### src/rtl/inst_encode.sv
// RISC-V instruction encoder: turns a decoded request (opcode or LI pseudo-op, fields, 64-bit immediate)
// into one or two 32-bit instruction words, flagging illegal immediates and unsupported opcodes.
`timescale 1ns/1ps
module inst_encode (
  input  logic        clk,
  input  logic        rst_n,
  input  logic        req_valid,
  output logic        req_ready,
  input  logic [6:0]  req_opcode,
  input  logic        req_li,
  input  logic [4:0]  req_rd,
  input  logic [4:0]  req_rs1,
  input  logic [4:0]  req_rs2,
  input  logic [2:0]  req_funct3,
  input  logic [63:0] req_imm,
  output logic        out_valid,
  input  logic        out_ready,
  output logic [31:0] out_inst,
  output logic        out_err,
  output logic        out_last
);

  localparam logic [6:0] OP_AUIPC  = 7'b0010111;
  localparam logic [6:0] OP_LUI    = 7'b0110111;
  localparam logic [6:0] OP_B      = 7'b1100011;
  localparam logic [6:0] OP_JAL    = 7'b1101111;
  localparam logic [6:0] OP_JALR   = 7'b1100111;
  localparam logic [6:0] OP_LOAD   = 7'b0000011;
  localparam logic [6:0] OP_IMM    = 7'b0010011;
  localparam logic [6:0] OP_S      = 7'b0100011;
  localparam logic [6:0] OP_IMM_32 = 7'b0011011;

  typedef enum logic [1:0] {IDLE, EMIT, EMIT2} state_t;

  state_t      state_reg, state_next;
  logic        live_reg;
  logic [31:0] inst_reg, word1_reg;
  logic        err_reg, last_reg;
  logic        load, advance;

  logic [31:0] enc_word0, enc_word1;
  logic        enc_err, enc_two;
  logic        fit_i, fit_b, fit_j, sx32, lo_zero;
  logic [19:0] li_hi;

  // Range checks: the value fits a signed N-bit field when all bits above N-1 equal the sign bit.
  assign fit_i   = (&req_imm[63:11]) | ~(|req_imm[63:11]);
  assign fit_b   = ((&req_imm[63:12]) | ~(|req_imm[63:12])) & ~req_imm[0];
  assign fit_j   = ((&req_imm[63:20]) | ~(|req_imm[63:20])) & ~req_imm[0];
  assign sx32    = (req_imm[63:32] == {32{req_imm[31]}});
  assign lo_zero = ~(|req_imm[11:0]);
  // Round the upper part so the sign-extended low 12 bits add back to the original value.
  assign li_hi   = req_imm[31:12] + {19'd0, req_imm[11]};

  always_comb begin
    enc_word0 = '0;
    enc_word1 = '0;
    enc_err   = 1'b0;
    enc_two   = 1'b0;
    if (req_li) begin
      if (!sx32) begin
        enc_err = 1'b1;
      end else if (li_hi == 20'd0) begin
        enc_word0 = {req_imm[11:0], 5'd0, 3'b000, req_rd, OP_IMM};
      end else begin
        enc_word0 = {li_hi, req_rd, OP_LUI};
        if (!lo_zero) begin
          enc_two   = 1'b1;
          enc_word1 = {req_imm[11:0], req_rd, 3'b000, req_rd, OP_IMM_32};
        end
      end
    end else begin
      case (req_opcode)
        OP_IMM, OP_LOAD, OP_JALR: begin
          if (fit_i) enc_word0 = {req_imm[11:0], req_rs1, req_funct3, req_rd, req_opcode};
          else       enc_err   = 1'b1;
        end
        OP_S: begin
          if (fit_i) enc_word0 = {req_imm[11:5], req_rs2, req_rs1, req_funct3, req_imm[4:0], req_opcode};
          else       enc_err   = 1'b1;
        end
        OP_B: begin
          if (fit_b) enc_word0 = {req_imm[12], req_imm[10:5], req_rs2, req_rs1, req_funct3,
                                  req_imm[4:1], req_imm[11], req_opcode};
          else       enc_err   = 1'b1;
        end
        OP_JAL: begin
          if (fit_j) enc_word0 = {req_imm[20], req_imm[10:1], req_imm[11], req_imm[19:12], req_rd, req_opcode};
          else       enc_err   = 1'b1;
        end
        OP_LUI: begin
          if (lo_zero && ~(|req_imm[63:32])) enc_word0 = {req_imm[31:12], req_rd, req_opcode};
          else                               enc_err   = 1'b1;
        end
        OP_AUIPC: begin
          if (lo_zero && sx32) enc_word0 = {req_imm[31:12], req_rd, req_opcode};
          else                 enc_err   = 1'b1;
        end
        default: enc_err = 1'b1;
      endcase
    end
  end

  always_comb begin
    state_next = state_reg;
    load       = 1'b0;
    advance    = 1'b0;
    case (state_reg)
      IDLE: begin
        if (req_valid && live_reg) begin
          state_next = EMIT;
          load       = 1'b1;
        end
      end
      EMIT: begin
        if (out_ready) begin
          if (last_reg) begin
            state_next = IDLE;
          end else begin
            state_next = EMIT2;
            advance    = 1'b1;
          end
        end
      end
      EMIT2: begin
        if (out_ready) state_next = IDLE;
      end
      default: state_next = IDLE;
    endcase
  end

  always_ff @(posedge clk or negedge rst_n) begin
    if (!rst_n) begin
      state_reg <= IDLE;
      live_reg  <= 1'b0;
      inst_reg  <= '0;
      word1_reg <= '0;
      err_reg   <= 1'b0;
      last_reg  <= 1'b0;
    end else begin
      state_reg <= state_next;
      live_reg  <= 1'b1;
      if (load) begin
        inst_reg  <= enc_word0;
        word1_reg <= enc_word1;
        err_reg   <= enc_err;
        last_reg  <= ~enc_two;
      end else if (advance) begin
        inst_reg <= word1_reg;
        last_reg <= 1'b1;
      end
    end
  end

  assign req_ready = live_reg && (state_reg == IDLE);
  assign out_valid = (state_reg != IDLE);
  assign out_inst  = inst_reg;
  assign out_err   = err_reg;
  assign out_last  = last_reg;

endmodule

### config.mk
export PLATFORM = sky130hd
export DESIGN_NAME = inst_encode
export DESIGN_NICKNAME = d
export VERILOG_FILES = /design/src/rtl/inst_encode.sv
export SDC_FILE = /design/constraint.sdc
export NUM_CORES = 1
export LEC_CHECK = 0
export ABC_AREA = 1
export BUFFER_PORTS_ARGS = -buffer_cell sky130_fd_sc_hd__buf_2
export CAP_MARGIN = 20
export CORE_UTILIZATION = 30
export CTS_CLUSTER_SIZE = 14
export DETAILED_ROUTE_END_ITERATION = 8
export GPL_TIMING_DRIVEN = 0
export REMOVE_ABC_BUFFERS = 1
export SYNTH_ARGS = -nofsm -noshare
export SYNTH_HDL_FRONTEND = slang
export SYNTH_SLANG_ARGS = --single-unit
### constraint.sdc
create_clock -name clk -period 5 [get_ports clk]
set_clock_uncertainty 0.2 [all_clocks]
set_input_delay 1 -clock clk [delete_from_list [all_inputs] [get_ports clk]]
set_output_delay 1 -clock clk [all_outputs]
set_load 0.01 [all_outputs]
==> impl_metrics.toml, run 1 <==
[status]
status = "finished clean"

[floorplanning]
die-area_mm2 = 0.0171
io_pins = 130
row_count = 46
coreArea_mm2 = 0.0160
start_util = 0.310
chipHeight_um = 131
die_x_um = 131

[global_route]
antenna_found_initial = 0
grt_pass1_wl_um = 27600
grt-ovfl-total = 0
grt_max_degree = 38
track_usage = 0.210
grt_pass1_vias = 5443

[critical_path]
r2r_end = "out_inst[0]$_DFFE_PN0P_"
cp.arrival_ps = 3490
startpoint = "req_imm[31]"
crit_chain = "buf_2 -> inv_4 -> ha_1 -> nand3b_1 -> nor2_1 -> nand2_1 -> nor2_1 -> nand4_1 -> nand2_1 -> nor2_1 -> o21ai_0 -> nand2_1 -> nand2_1 -> nand2_1 -> nand2_1"
worstSetupPathType = "in -> reg"
reg2reg_depth = 11
cp-end-kind = "flop"
critPathMostFrequentCell = "nand2_1"
r2r_start = "state_reg[1]$_DFFE_PN0P_"
slowest_stage = "nand2_1"
crit_path_start_kind = "primary input"
cpPeakStageDelay_ps = 520
reg2reg_slack_ps = 2210
required_ps = 5040
cp_max_fo = 13

[clock_network]
clk_latency_ps = 300
cts_hold_buffers = 0
htreeDepth = 2
postCtsSetupRepairBufs = 0
clk_pin_slew_ps = 70
cts_buffers = 5
clkSinkCount = 55
cts_resized = 0
root_buffer = "clkbuf_16"
cts_tree = "done"
ctsLongestPathBuffers = 2

[logic_synthesis]
yosysTopAreaCell = "dfrtp_1"
synth_flop_cell = "dfrtp_1"
synth.most_common_cell = "nand2_1"
async_flop_share = 1.00
yosys-top-cells-count = "nand2_1, nor2_1, inv_1"
ys_types = 42
synth.cell_area_mm2 = 0.00497
syn_avg_cell_area_um2 = 5.99
synth_area_leaders = "dfrtp_1, nand2_1, nor2_1"
ys_seq_area_frac = 0.277
synth.top_cell.area_share = 0.277
netlist_instances = 829
synth_edf_count = 0
ys_ff_latch = 55
yosysWarnings = 0

[sta]
finalCritPeriodShare = 0.692
layout_min_cycle_time_ps = 3460
tns_ps = 0
maxSlewViolCount = 0
hold_violations = 0
maxSlewHeadroom = 0.474
hold_slack_ps = 278
rsz0062_at_grt = "no"
worst_pin_slew_ps = 788
fmax_mhz = 289
setup_slack_ps = 1540
finalSetupViolCount = 0

[place]
place_congestion = 0.942
post-dp-hpwl_um = 13900
pre_cts_ws_ps = 560
dp.cells = 1155
io_buffers = 129

[min_path]
hp-class = "reg -> reg"
hold_depth = 2
min_from = "out_inst[4]$_DFFE_PN0P_"
min_to = "out_inst[4]$_DFFE_PN0P_"

[finish]
drive_above_1_share = 0.209
n_antenna_cell = 0
fillers = 1858
largest_register_ffs = 32
nets = 1047
final_cells = 1165
syn_to_final_growth_pct = 20.3

[power_and_ir_drop]
vdd_ir_drop_max_v = 0.000145
power_density_mw_per_mm2 = 200
leakagePower_nw = 3.17

[routing]
drc_errors = 0
wl_per_cell_um = 14.8
routed-via-count = 5633
drt-total-wl_um = 17300
viasPerCell = 4.84
drtIter0Drc = 329
drt-pass1-iter-count = 5
antenna_left = 0

[job]
maxCapViolations = 0
==> critical path, delay by kind of cell <==
| kind | cells | cell delay, ps |
|---|---|---|
| AO/OA/AOI/OAI | 1 | 270 |
| buffers and inverters | 2 | 310 |
| adder cells (fa/ha/maj) | 1 | 290 |
| AND/OR/NAND/NOR | 11 | 1600 |
==> cells in the final DEF, fill, tap and decap left out, drive strengths merged, types with 7 or more instances in the layout <==
master / count
a21oi: 17
buf: 132
dfrtp: 55
inv: 86
nand2: 325
nand3: 63
nand4: 22
nor2: 147
nor3: 10
o21ai: 48
xor2: 7
==> final cells by class <==
type / count / area, um^2 / share of cell area
multi-input combinational: 667 / 3130 / 0.523
clock inverter: 3 / 20.0 / 0.00335
inverter: 87 / 334 / 0.0559
sequential: 55 / 1380 / 0.230
timing repair buffer: 132 / 721 / 0.121
tap: 216 / 270 / 0.0453
clock buffer: 5 / 125 / 0.0210
==> worst max-delay path by stage <==
stage,end,slack (ps),cells past startpoint
2_1_floorplan,out_inst[0]$_DFFE_PN0P_,1870,6
3_3_place_gp,out_inst[0]$_DFFE_PN0P_,600,7
3_5_place_dp,out_inst[0]$_DFFE_PN0P_,560,7
4_1_cts,out_inst[0]$_DFFE_PN0P_,920,7
5_1_grt,out_inst[16]$_DFFE_PN0P_,1320,15
6_report,out_inst[16]$_DFFE_PN0P_,1540,15
==> power by group <==
group	switching (W)	internal, W
Clock	0.000170	0.000185
Combinational	0.000203	0.000121
Sequential	0.0000224	0.000491
Total	0.000396	0.000797
==> metrics by stage <==
stage	util	power (W)	cell area [um^2]
3_3_place_gp	0.359	0.000836	5750
6_report	0.373	0.00119	5970
5_1_grt	0.373	0.00126	5970
4_1_cts	0.370	0.00119	5920
3_5_place_dp	0.361	0.000840	5770
2_1_floorplan	-	0.000676	4840
==> cells by family (layout without fill, tap and decap cells) <==
family	after synthesis	count (layout)	synth area share
AO/OA/AOI/OAI	77	77	0.0945
XOR/XNOR	7	7	0.0123
adder cells (fa/ha/maj)	5	5	0.0126
buffers and inverters	107	227	0.0935
flip-flops	55	55	0.277
other	1	1	0.000755
AND/OR/NAND/NOR	577	577	0.509
==> routing by layer <==
layer | wire length [um] | GRT usage
met5 | 0 | 0
met4 | 240 | 0.0467
met3 | 1190 | 0.0350
met2 | 7710 | 0.339
met1 | 8110 | 0.292
Power figures use the tool's default switching activity.
==> inputs of run 2 (changes only) <==
==> constraint.sdc (replaced) <==
create_clock -name clk -period 3.1 [get_ports clk]
set_clock_uncertainty 0.2 [all_clocks]
set_input_delay 0.62 -clock clk [delete_from_list [all_inputs] [get_ports clk]]
set_output_delay 0.62 -clock clk [all_outputs]
set_load 0.01 [all_outputs]
==> impl_metrics.toml, run 2 (same netlist as run 1, synthesis figures left out) <==
[status]
status = "finished clean"

[finish]
nets = 1051
layout_commonest_cell = "nand2_1"
fillers = 1856
drive_above_1_share = 0.216
utilization = 0.375
syn_to_final_growth_pct = 20.9
n_antenna_cell = 0
final_cells = 1169
largest_register_ffs = 32
layout_common_cells = "nand2_1, nor2_1, buf_2"

[routing]
antenna_left = 0
viasPerCell = 4.81
drtIter0Drc = 336
wl_per_cell_um = 14.8
drt-total-wl_um = 17300
routed-via-count = 5628
drt-pass1-iter-count = 4
drc_errors = 0

[power_and_ir_drop]
leakagePower_nw = 3.16
vdd_ir_drop_max_v = 0.000232
power_density_mw_per_mm2 = 319

[clock_network]
cts_buffers = 5
htreeDepth = 2
clk_pin_slew_ps = 80
ctsLongestPathBuffers = 2
cts_tree = "done"
clkSinkCount = 55
clk_latency_ps = 300
root_buffer = "clkbuf_16"

[critical_path]
cp-end-kind = "flop"
reg2reg_depth = 8
r2r_start = "state_reg[1]$_DFFE_PN0P_"
worstSetupPathType = "in -> reg"
reg2reg_slack_ps = 350
cp_max_fo = 14
cp.arrival_ps = 2840
crit_path_start_kind = "primary input"
r2r_end = "out_inst[17]$_DFFE_PN0P_"
required_ps = 3070

[global_route]
grt_pass1_vias = 5458
grt_max_degree = 38
grt-ovfl-total = 0
antenna_found_initial = 0
track_usage = 0.210
grt_pass1_wl_um = 27600

[sta]
finalSetupViolCount = 0
rsz0062_at_grt = "yes"
fmax_mhz = 348
hold_violations = 0
worst_pin_slew_ps = 776
maxSlewViolCount = 0
layout_min_cycle_time_ps = 2880
finalCritPeriodShare = 0.928
maxSlewHeadroom = 0.482

[place]
dp.cells = 1155
post-dp-hpwl_um = 13900
place_congestion = 0.942
io_buffers = 129

[floorplanning]
io_pins = 130
coreArea_mm2 = 0.0160
chipHeight_um = 131
die_x_um = 131
start_util = 0.310
die-area_mm2 = 0.0171
row_count = 46

[job]
maxCapViolations = 0

[min_path]
hp-class = "in -> async"
-- run 2: cell types whose count changed in the layout (fill, tap and decap cells not counted), sizes merged --
cell | before | now
buf | 132 | 136
-- run 2: worst max-delay path by stage --
| stage | start | endpoint | depth (start not counted) |
|---|---|---|---|
| final | req_imm[11] | word1_reg[15]$_DFFE_PN0P_ | 16 |
| after global routing | req_imm[11] | out_inst[19]$_DFFE_PN0P_ | 18 |
| after CTS | req_imm[31] | word1_reg[15]$_DFFE_PN0P_ | 15 |
| after detailed placement | req_valid | out_inst[0]$_DFFE_PN0P_ | 7 |
| after global placement | req_valid | out_inst[0]$_DFFE_PN0P_ | 7 |
| after floorplan | state_reg[1]$_DFFE_PN0P_ | out_inst[16]$_DFFE_PN0P_ | 8 |
-- run 2: critical path, cell delays in order --
cell	delay, ps
buf_2	150
ha_1	210
ha_1	230
nand2_1	110
nor2_4	160
nand3_1	90
nand2_1	180
nand3_2	90
nor2_2	120
nand3_2	90
nor2_4	210
nand2_8	150
nand2_8	120
inv_6	60
nand2_8	140
o21ai_0	110
-- run 2: metrics by stage --
stage	worst slack [ps]	hold slack, ps	cell area [um^2]	TNS, ps	total power [W]
4_1_cts	8.61	79.3	5930	0	0.00193
2_1_floorplan	174	124	4840	0	0.00109
5_1_grt	-15.6	94.9	6000	-45.5	0.00202
6_report	224	66.1	6000	0	0.00191
3_3_place_gp	-916	260	5750	-20730	0.00135
3_5_place_dp	-960	263	5770	-21580	0.00136
-- run 2: layer usage --
| layer | vias up | part of all wire | track usage | wire length [um] |
|---|---|---|---|---|
| met4 | 0 | 0.016 | 0.0507 | 278 |
| met3 | 22 | 0.063 | 0.0350 | 1090 |
| met5 | - | 0 | 0 | 0 |
| li1 | 2861 | - | - | - |
| met1 | 2574 | 0.48 | 0.291 | 8220 |
| met2 | 171 | 0.45 | 0.338 | 7700 |
-- run 2: final cells by class --
class / instances / area, um^2 / area share
Sequential cell: 55 / 1380 / 0.229
Tap cell: 216 / 270 / 0.0450
Clock buffer: 5 / 125 / 0.0208
Clock inverter: 3 / 20.0 / 0.00333
Timing Repair Buffer: 136 / 723 / 0.120
Inverter: 87 / 334 / 0.0556
Multi-Input combinational cell: 667 / 3150 / 0.525
-- run 2: where the power goes --
| group | total, W | switching, W | internal [W] | leakage, nW |
|---|---|---|---|---|
| Clock | 0.000573 | 0.000274 | 0.000299 | 0.0658 |
| Combinational | 0.000512 | 0.000326 | 0.000186 | 2.37 |
| Sequential | 0.000827 | 0.0000354 | 0.000792 | 0.728 |
| Total | 0.00191 | 0.000636 | 0.00128 | 3.16 |
-- run 2: timing repair --
item,in CTS,in global routing
setup buffers,0,6
pin swaps,0,2
endpoints found under the setup margin,25,33
hold buffers,0,0
cloned,0,0
gates resized for setup,3,4
==> inputs of run 3 (changes only) <==
==> constraint.sdc (replaced) <==
create_clock -name clk -period 2.5 [get_ports clk]
set_clock_uncertainty 0.2 [all_clocks]
set_input_delay 0.5 -clock clk [delete_from_list [all_inputs] [get_ports clk]]
set_output_delay 0.5 -clock clk [all_outputs]
set_load 0.01 [all_outputs]
==> impl_metrics.toml, run 3 (same netlist as run 1, synthesis figures left out) <==
[clock_network]
clk_latency_ps = 290
root_buffer = "clkbuf_16"
cts_tree = "done"
cts_buffers = 5
clk_pin_slew_ps = 70
htreeDepth = 2
ctsLongestPathBuffers = 2
clkSinkCount = 55

[critical_path]
critical-path-top-delay-family = "simple AND/OR/NAND/NOR gates"
cp.arrival_ps = 2400
crit_chain = "buf_6 -> ha_4 -> ha_4 -> buf_4 -> xor2_2 -> nor3_2 -> nand3_2 -> nor2_4 -> nand2_8 -> nand2_8 -> clkinv_8 -> nand2_4 -> nand2_1 -> nor2_1 -> nor2_1"
path_buf_inv = 3
required_ps = 2490
worstSetupPathType = "in -> reg"
crit_path_start_kind = "primary input"
cp-end-kind = "flop"
cpPeakStageDelay_ps = 260
reg2reg_depth = 9
cp_max_fo = 7
path_depth = 15
slowest_stage = "nor3_2"

[finish]
nets = 1067
drive_above_1_share = 0.267
n_antenna_cell = 0
largest_register_ffs = 32
layout_common_cells = "nand2_1, buf_2, nor2_1"
final_area_mm2 = 0.00642
fillers = 1809
layout_commonest_cell = "nand2_1"
regArea_mm2 = 0.00138
syn_to_final_growth_pct = 29.2
utilization = 0.401
multi_input_area_mm2 = 0.00336

[routing]
drt-total-wl_um = 17900
viasPerCell = 4.89
drtIter0Drc = 318
drt-pass1-iter-count = 5
wl_per_cell_um = 15.1
drc_errors = 0
routed-via-count = 5797
antenna_left = 0

[floorplanning]
chipHeight_um = 131
coreArea_mm2 = 0.0160
die_x_um = 131
row_count = 46
io_pins = 130
start_util = 0.310
die-area_mm2 = 0.0171

[power_and_ir_drop]
vdd_ir_drop_max_v = 0.000285
leakagePower_nw = 3.28
power_density_mw_per_mm2 = 375

[sta]
setup_slack_ps = 92.2
maxSlewViolCount = 0
layout_min_cycle_time_ps = 2410
finalCritPeriodShare = 0.963
fmax_mhz = 415
tns_ps = 0
finalSetupViolCount = 0
hold_violations = 0

[min_path]
hold_depth = 2
hp-class = "in -> reg"

[place]
pre_cts_ws_ps = -1440
io_buffers = 129
post-dp-hpwl_um = 13900
place_congestion = 0.942
placed_area_mm2 = 0.00577

[global_route]
antenna_found_initial = 0
grt_pass1_wl_um = 28300
grt_max_degree = 38
track_usage = 0.215
grt-ovfl-total = 0
grt_pass1_vias = 5542

[status]
status = "finished clean"

[job]
maxCapViolations = 0
[run 3: cell types whose count changed in the layout (fill, tap and decap cells not counted), moves of 6 or more]
cell / before / now
nor2_1: 131 / 121
nand2_1: 310 / 298
nand2_2: 9 / 15
nor2_2: 8 / 16
buf_4: 5 / 14
[run 3: cell type report]
type,count,share of cell area
tap,216,0.0421
timing repair inverter,1,0.00117
inverter,87,0.0569
timing repair buffer,150,0.139
clock buffer,5,0.0195
clock inverter,3,0.00312
multi-input combinational,668,0.523
sequential,55,0.214
[run 3: report_power, final]
group / switching, W / internal (W) / leakage [nW]
clock: 0.000334 / 0.000370 / 0.0658
combinational: 0.000426 / 0.000253 / 2.49
sequential: 0.0000441 / 0.000982 / 0.728
total: 0.000804 / 0.00161 / 3.28
[run 3: path summary, 6_finish.rpt]
path | slack (ps) | to | from
setup reg to reg | 290 | out_inst[17]$_DFFE_PN0P_ | state_reg[1]$_DFFE_PN0P_
hold / removal | 200 | state_reg[0]$_DFFE_PN0P_ | out_ready
max in group asynchronous | 1050 | out_inst[0]$_DFFE_PN0P_ | rst_n
hold reg to reg | 280 | out_inst[4]$_DFFE_PN0P_ | out_inst[4]$_DFFE_PN0P_
setup / recovery | 90 | out_inst[19]$_DFFE_PN0P_ | req_imm[11]
min in group asynchronous | 490 | out_inst[26]$_DFFE_PN0P_ | rst_n
[run 3: repair_timing]
action                                 in CTS  in global routing
cloned                                      2                  0
setup buffers                               8                 11
resized for setup                          29                 51
pin swaps                                   8                 19
setup endpoints to repair                  52                 47
endpoints found under the hold margin      18                  0
hold buffers                                1                  0
[run 3: per-layer routing]
metal | track usage | vias up | part of all wire
met5 | 0.0118 | - | 0
met4 | 0.0636 | 0 | 0.023
met3 | 0.0440 | 36 | 0.071
met2 | 0.339 | 196 | 0.44
met1 | 0.296 | 2659 | 0.47
li1 | - | 2906 | -
[run 3: stage by stage]
stage                     hold slack [ps]  power [W]  instances
after floorplan                      4.41    0.00135        809
after global placement                260    0.00167       1154
after detailed placement              263    0.00168       1155
after CTS                             202    0.00241       1174
after global routing                  212    0.00255       1185
final                                 202    0.00241       1185
